[config.mk]
export PLATFORM = sky130hd
export DESIGN_NAME = mem_port_arbiter_flat
export DESIGN_NICKNAME = d
export VERILOG_FILES = /design/src/rtl/mem_port_arbiter_if.sv /design/src/rtl/mem_port_arbiter.sv /design/src/flat_wrapper.sv
export SDC_FILE = /design/constraint.sdc
export NUM_CORES = 1
export LEC_CHECK = 0
export ABC_AREA = 1
export BUFFER_PORTS_ARGS = -buffer_cell sky130_fd_sc_hd__buf_2
export CORE_UTILIZATION = 40
export CTS_BUF_LIST = sky130_fd_sc_hd__clkbuf_2
export DETAILED_ROUTE_END_ITERATION = 8
export PLACE_DENSITY = 0.73
export SLEW_MARGIN = 20
export SYNTH_ARGS = -nofsm -noshare
export SYNTH_HDL_FRONTEND = slang
export SYNTH_SLANG_ARGS = --single-unit
[constraint.sdc]
create_clock -name clk -period 1.69 [get_ports clk]
set_clock_uncertainty 0.1 [all_clocks]
set_input_delay 0.0845 -clock clk [delete_from_list [all_inputs] [get_ports clk]]
set_output_delay 0.0845 -clock clk [all_outputs]
set_load 0.05 [all_outputs]
[src/rtl/mem_port_arbiter_if.sv]
// mem_port_arbiter_if: CPU/display request-response handshakes and RAM-side bus
// shared by mem_port_arbiter and whatever drives it.
interface mem_port_arbiter_if #(
    parameter int ADDR_W = 16,
    parameter int DATA_W = 16
);
    logic              cpu_req;
    logic              cpu_we;
    logic [ADDR_W-1:0] cpu_addr;
    logic [DATA_W-1:0] cpu_wdata;
    logic              cpu_gnt;
    logic              cpu_rvalid;
    logic [DATA_W-1:0] cpu_rdata;
    logic              dsp_req;
    logic [ADDR_W-1:0] dsp_addr;
    logic              dsp_gnt;
    logic              dsp_rvalid;
    logic [DATA_W-1:0] dsp_rdata;
    logic [ADDR_W-1:0] mem_addr;
    logic [DATA_W-1:0] mem_wdata;
    logic              mem_we;
    logic [DATA_W-1:0] mem_rdata;
    logic              busy;

    modport master (
        output cpu_req, cpu_we, cpu_addr, cpu_wdata, dsp_req, dsp_addr, mem_rdata,
        input  cpu_gnt, cpu_rvalid, cpu_rdata, dsp_gnt, dsp_rvalid, dsp_rdata,
               mem_addr, mem_wdata, mem_we, busy
    );

    modport slave (
        input  cpu_req, cpu_we, cpu_addr, cpu_wdata, dsp_req, dsp_addr, mem_rdata,
        output cpu_gnt, cpu_rvalid, cpu_rdata, dsp_gnt, dsp_rvalid, dsp_rdata,
               mem_addr, mem_wdata, mem_we, busy
    );
endinterface

[src/rtl/mem_port_arbiter.sv]
// mem_port_arbiter: shares one single-port sync RAM between CPU (priority) and
// display reader (starvation-bounded), one access per ACCESS/RESP pair.
module mem_port_arbiter #(
    parameter int ADDR_W       = 16,
    parameter int DATA_W       = 16,
    parameter int STARVE_LIMIT = 4
) (
    input logic               clk,
    input logic               reset,
    mem_port_arbiter_if.slave bus
);
    localparam int SW = $clog2(STARVE_LIMIT + 1);
    localparam logic [SW-1:0] LIM = SW'(STARVE_LIMIT);

    typedef enum logic [1:0] {IDLE, ACCESS, RESP} state_t;

    state_t            state;
    logic              owner_dsp;
    logic              we_q;
    logic [SW-1:0]     starve;
    logic [ADDR_W-1:0] mem_addr_q;
    logic [DATA_W-1:0] mem_wdata_q;
    logic              mem_we_q;
    logic              cpu_gnt_q;
    logic              dsp_gnt_q;
    logic              cpu_rvalid_q;
    logic              dsp_rvalid_q;
    logic [DATA_W-1:0] cpu_rdata_q;
    logic [DATA_W-1:0] dsp_rdata_q;
    logic              busy_q;
    logic              dsp_win;
    logic              cpu_win;

    always_comb begin
        dsp_win = bus.dsp_req && (!bus.cpu_req || starve == LIM);
        cpu_win = bus.cpu_req && !dsp_win;
    end

    always_ff @(posedge clk) begin
        if (!reset) begin
            state        <= IDLE;
            owner_dsp    <= 1'b0;
            we_q         <= 1'b0;
            starve       <= '0;
            mem_addr_q   <= '0;
            mem_wdata_q  <= '0;
            mem_we_q     <= 1'b0;
            cpu_gnt_q    <= 1'b0;
            dsp_gnt_q    <= 1'b0;
            cpu_rvalid_q <= 1'b0;
            dsp_rvalid_q <= 1'b0;
            cpu_rdata_q  <= '0;
            dsp_rdata_q  <= '0;
            busy_q       <= 1'b0;
        end else begin
            cpu_gnt_q    <= 1'b0;
            dsp_gnt_q    <= 1'b0;
            cpu_rvalid_q <= 1'b0;
            dsp_rvalid_q <= 1'b0;
            mem_we_q     <= 1'b0;
            // RAM data is only on mem_rdata during RESP; keep it for later cycles
            if (cpu_rvalid_q) cpu_rdata_q <= bus.mem_rdata;
            if (dsp_rvalid_q) dsp_rdata_q <= bus.mem_rdata;
            case (state)
                ACCESS: begin
                    state        <= RESP;
                    busy_q       <= 1'b1;
                    cpu_rvalid_q <= !owner_dsp && !we_q;
                    dsp_rvalid_q <= owner_dsp;
                end
                default: begin
                    starve <= (!bus.dsp_req || dsp_win) ? '0 :
                              (starve == LIM) ? starve : starve + 1'b1;
                    if (cpu_win || dsp_win) begin
                        state      <= ACCESS;
                        busy_q     <= 1'b1;
                        owner_dsp  <= dsp_win;
                        we_q       <= cpu_win && bus.cpu_we;
                        mem_we_q   <= cpu_win && bus.cpu_we;
                        mem_addr_q <= dsp_win ? bus.dsp_addr : bus.cpu_addr;
                        cpu_gnt_q  <= cpu_win;
                        dsp_gnt_q  <= dsp_win;
                        if (cpu_win) mem_wdata_q <= bus.cpu_wdata;
                    end else begin
                        state  <= IDLE;
                        busy_q <= 1'b0;
                    end
                end
            endcase
        end
    end

    assign bus.mem_addr   = mem_addr_q;
    assign bus.mem_wdata  = mem_wdata_q;
    assign bus.mem_we     = mem_we_q;
    assign bus.cpu_gnt    = cpu_gnt_q;
    assign bus.dsp_gnt    = dsp_gnt_q;
    assign bus.cpu_rvalid = cpu_rvalid_q;
    assign bus.dsp_rvalid = dsp_rvalid_q;
    assign bus.cpu_rdata  = cpu_rvalid_q ? bus.mem_rdata : cpu_rdata_q;
    assign bus.dsp_rdata  = dsp_rvalid_q ? bus.mem_rdata : dsp_rdata_q;
    assign bus.busy       = busy_q;
endmodule

[src/flat_wrapper.sv]
// flat-port wrapper written by rule: the top's interface ports become plain ports
module mem_port_arbiter_flat 
#(
    parameter int ADDR_W       = 16,
    parameter int DATA_W       = 16,
    parameter int STARVE_LIMIT = 4
)
  (clk, reset, bus_cpu_req, bus_cpu_we, bus_cpu_addr, bus_cpu_wdata, bus_dsp_req, bus_dsp_addr, bus_mem_rdata, bus_cpu_gnt, bus_cpu_rvalid, bus_cpu_rdata, bus_dsp_gnt, bus_dsp_rvalid, bus_dsp_rdata, bus_mem_addr, bus_mem_wdata, bus_mem_we, bus_busy);
  mem_port_arbiter_if #(.ADDR_W(ADDR_W), .DATA_W(DATA_W)) bus_i ();
  input logic clk;
  input logic reset;
  input wire logic [$bits(bus_i.cpu_req)-1:0] bus_cpu_req;
  input wire logic [$bits(bus_i.cpu_we)-1:0] bus_cpu_we;
  input wire logic [$bits(bus_i.cpu_addr)-1:0] bus_cpu_addr;
  input wire logic [$bits(bus_i.cpu_wdata)-1:0] bus_cpu_wdata;
  input wire logic [$bits(bus_i.dsp_req)-1:0] bus_dsp_req;
  input wire logic [$bits(bus_i.dsp_addr)-1:0] bus_dsp_addr;
  input wire logic [$bits(bus_i.mem_rdata)-1:0] bus_mem_rdata;
  output wire logic [$bits(bus_i.cpu_gnt)-1:0] bus_cpu_gnt;
  output wire logic [$bits(bus_i.cpu_rvalid)-1:0] bus_cpu_rvalid;
  output wire logic [$bits(bus_i.cpu_rdata)-1:0] bus_cpu_rdata;
  output wire logic [$bits(bus_i.dsp_gnt)-1:0] bus_dsp_gnt;
  output wire logic [$bits(bus_i.dsp_rvalid)-1:0] bus_dsp_rvalid;
  output wire logic [$bits(bus_i.dsp_rdata)-1:0] bus_dsp_rdata;
  output wire logic [$bits(bus_i.mem_addr)-1:0] bus_mem_addr;
  output wire logic [$bits(bus_i.mem_wdata)-1:0] bus_mem_wdata;
  output wire logic [$bits(bus_i.mem_we)-1:0] bus_mem_we;
  output wire logic [$bits(bus_i.busy)-1:0] bus_busy;
  assign bus_i.cpu_req = bus_cpu_req;
  assign bus_i.cpu_we = bus_cpu_we;
  assign bus_i.cpu_addr = bus_cpu_addr;
  assign bus_i.cpu_wdata = bus_cpu_wdata;
  assign bus_i.dsp_req = bus_dsp_req;
  assign bus_i.dsp_addr = bus_dsp_addr;
  assign bus_i.mem_rdata = bus_mem_rdata;
  assign bus_cpu_gnt = bus_i.cpu_gnt;
  assign bus_cpu_rvalid = bus_i.cpu_rvalid;
  assign bus_cpu_rdata = bus_i.cpu_rdata;
  assign bus_dsp_gnt = bus_i.dsp_gnt;
  assign bus_dsp_rvalid = bus_i.dsp_rvalid;
  assign bus_dsp_rdata = bus_i.dsp_rdata;
  assign bus_mem_addr = bus_i.mem_addr;
  assign bus_mem_wdata = bus_i.mem_wdata;
  assign bus_mem_we = bus_i.mem_we;
  assign bus_busy = bus_i.busy;
  mem_port_arbiter #(.ADDR_W(ADDR_W), .DATA_W(DATA_W), .STARVE_LIMIT(STARVE_LIMIT)) u_core (.clk(clk), .reset(reset), .bus(bus_i));
endmodule
==> reports/results.txt <==
Chip Width -> 92.3 microns
Commonest cells post-synth -> nand2_1, dfxtp_1, a21oi_1, nand3_1, inv_1
Clock Root Buffer -> clkbuf_2
Vias -> 3735
Synth Instances -> 470
Asr flop ratio synth -> 0%
Min Tclk post-route -> 1.66 ns
Synth Cell Area -> 3260 sq um
Initial antenna violation count -> 0
WL met2 -> 5020 microns
Most used DFF post-synth -> dfxtp_1
Worst vdd ir -> 550 uV
Final Cycle Share -> 98.1%
Synth Net Count -> 541
Setup crit start kind -> register
I/O pins -> 139
Wire length on met1 -> 4290 microns
Unrepaired setup endpoints after global routing -> yes
Count leader, synth -> nand2_1
CTS Sinks -> 77
GRT overflow -> 0
Yosys top cell area share -> 47.3%
Iteration-0 DRC count of the detailed router -> 130
Worst-skew pair later-pin latency -> 0.48 ns
Max Freq -> 0.603 GHz
Tightest Pin Transition -> 0.499 ns
Buf/Inv on CP -> 3
Pleak -> 2.72 nW
Diodes inserted -> 0
Slew Viols, Final -> 0
Distinct cell type count after synthesis -> 21
Row count -> 32
Synth top area cells -> dfxtp_1, nand2_1, a21oi_1
Crit-path leading delay family -> buffers and inverters
CP most frequent cell -> nand2_1
EDFF count, synth -> 0
#FFs+latches synth -> 77
Number of global-route vias before repair -> 3554
Gr usage total -> 23.1%
Die height -> 92.3 microns
Layout Nets -> 742
H-tree Lvls -> 3
Final HPWL DP -> 5570 microns
Final wirelength -> 10200 microns
CP max FO -> 16
Register Area -> 1550 sq um
Via/cell ratio -> 4.80
PortBufs -> 138
First-pass GRT wire length -> 15700 microns
Final setup fails -> 0
Final hold vios -> 0
Seq/Total Area, Yosys -> 47.3%
Worst EP arrival -> 1.47 ns
Slowest library cell on the worst path -> dfxtp_4
Setup CP Type -> register to output port
CP Cell Sequence -> clkinvlp_4, buf_12, nand2_1, nand2_1, buf_6
Status -> completed
Met3 wire length -> 817 microns
PD cells -> 843 nW/um^2
Inserted Clock Buffers -> 9
Final antenna-violating net count -> 0
Detailed-route wire length per cell -> 13.1 microns
Average size of a mapped cell -> 6.94 sq um
Post-route setup TNS -> 0 ns
Layout cells sized above 1 -> 32.5%
HP Class -> input pin to register
Die area -> 8520 sq um
Critical Path Max Stage Delay -> 0.41 ns
Clk pin slew, worst setup/hold paths -> 0.22 ns
Yosys warning count -> 0
Worst Path Required -> 1.51 ns
Slew headroom -> 66.7%
Drt pass-1 iters -> 4
Post-synth top area cell -> dfxtp_1
DRC Markers -> 0
Max-cap violation count -> 0
Fillers -> 606
Routability cong. -> 0.734
Core box area -> 7810 sq um
Clock buffer depth -> 2
Hold WS -> 0.306 ns
Top Metal Used -> met4
Area of the multi-input gates -> 1510 sq um
Crit. End Element -> output port
Starting density of the core -> 41.8%
TritonCTS clock tree -> yes
Area delta synth->final -> 59.5%
Largest net degree at the start of global routing -> 52
==> flip-flops by register name (all words and copies together) (netlist names) <==
| signal | count |
|---|---|
| u_core.bus.mem_addr | 16 |
| u_core.bus.mem_wdata | 16 |
| u_core.we_q | 1 |
| u_core.dsp_rdata_q | 16 |
| u_core.owner_dsp | 1 |
| u_core.bus.dsp_gnt | 1 |
| u_core.bus.busy | 1 |
| u_core.bus.dsp_rvalid | 1 |
| u_core.cpu_rdata_q | 16 |
| u_core.bus.cpu_gnt | 1 |
| u_core.starve | 3 |
| u_core.bus.mem_we | 1 |
| u_core.bus.cpu_rvalid | 1 |
| u_core.state | 2 |
==> final timing paths <==
kind / startpoint / end / slack, ns / depth (start not counted)
max: u_core.bus.cpu_rvalid$_SDFF_PN0_ / bus_cpu_rdata[15] / 0.03 / 5
min: bus_mem_rdata[2] / u_core.cpu_rdata_q[2]$_SDFF_PN0_ / 0.31 / 4
max reg2reg: u_core.state[0]$_SDFF_PP0_ / u_core.bus.mem_addr[8]$_SDFFE_PN0P_ / 0.14 / 7
min reg2reg: u_core.we_q$_SDFFE_PN0P_ / u_core.bus.cpu_rvalid$_SDFF_PN0_ / 0.36 / 1
==> timing repair <==
action                     CTS  global route
resized for setup           40            61
setup buffers                2             0
hold endpoints to repair    75             0
setup endpoints to repair   32            33
hold buffers                69             0
==> tightest hold or removal path: stages <==
cell           delay (ns)
dlygate4sd3_1        0.53
buf_2                0.13
nand2_1              0.07
a21oi_1              0.06
==> per-layer routing <==
metal,GRT usage [%],vias to the layer above
li1,-,1873
met5,0,-
met2,39.9,178
met4,8.46,0
met1,27.5,1674
met3,6.08,10
==> area by class of cell <==
| cell class | count | area share (%) |
|---|---|---|
| Timing Repair Buffer | 218 | 32.9 |
| Sequential cell | 77 | 29.8 |
| Multi-Input combinational cell | 323 | 29.1 |
| Inverter | 42 | 3.18 |
| Tap cell | 102 | 2.45 |
| Clock inverter | 7 | 1.71 |
| Clock buffer | 9 | 0.866 |
==> metrics by stage <==
| step | cells | utilization, % | instance area [sq um] | setup slack, ns | power [mW] |
|---|---|---|---|---|---|
| 2_1_floorplan | 470 | - | 3310 | 0.0153 | 2.83 |
| 3_3_place_gp | 691 | 51.7 | 4040 | 0.263 | 3.07 |
| 3_5_place_dp | 691 | 51.7 | 4040 | 0.197 | 3.09 |
| 4_1_cts | 778 | 64.2 | 5010 | 0.000228 | 4.38 |
| 5_1_grt | 778 | 66.6 | 5200 | -0.0612 | 4.60 |
| 6_report | 778 | 66.6 | 5200 | 0.0324 | 4.39 |
==> power by group <==
part	leakage, nW	internal [mW]	switching, mW	total [mW]
sequential	0.633	1.94	0.0613	2.00
combinational	2.01	0.437	0.843	1.28
clock	0.0774	0.483	0.626	1.11
==> cells by family after synthesis <==
kind of cell	after synthesis	share of synthesized area [%]
flops	77	47.3
compound gates	57	9.01
buf+inv	70	10.0
simple gates	264	32.9
fa+ha+maj	2	0.767
==> placed cells by master, fill, tap and decap left out <==
master | netlist | layout
nor2_4 | 1 | 1
bufinv_16 | 0 | 2
clkinvlp_4 | 0 | 3
dfxtp_1 | 77 | 75
inv_6 | 0 | 1
ha_1 | 2 | 2
buf_12 | 0 | 3
clkinv_2 | 0 | 1
nand3_1 | 51 | 51
dlygate4sd3_1 | 0 | 69
buf_8 | 0 | 1
a21boi_0 | 1 | 1
clkinv_1 | 1 | 3
buf_2 | 10 | 106
o21ai_1 | 1 | 1
nor2_2 | 1 | 2
o21bai_1 | 1 | 1
nor3_1 | 1 | 1
a21oi_1 | 51 | 51
dfxtp_4 | 0 | 2
clkbuf_2 | 0 | 9
o22ai_1 | 3 | 3
nor2_1 | 24 | 23
nand2_2 | 3 | 50
buf_4 | 6 | 6
inv_1 | 41 | 39
buf_6 | 4 | 33
nand2_1 | 183 | 136
Note: power is estimated with default switching activity, not from simulation.
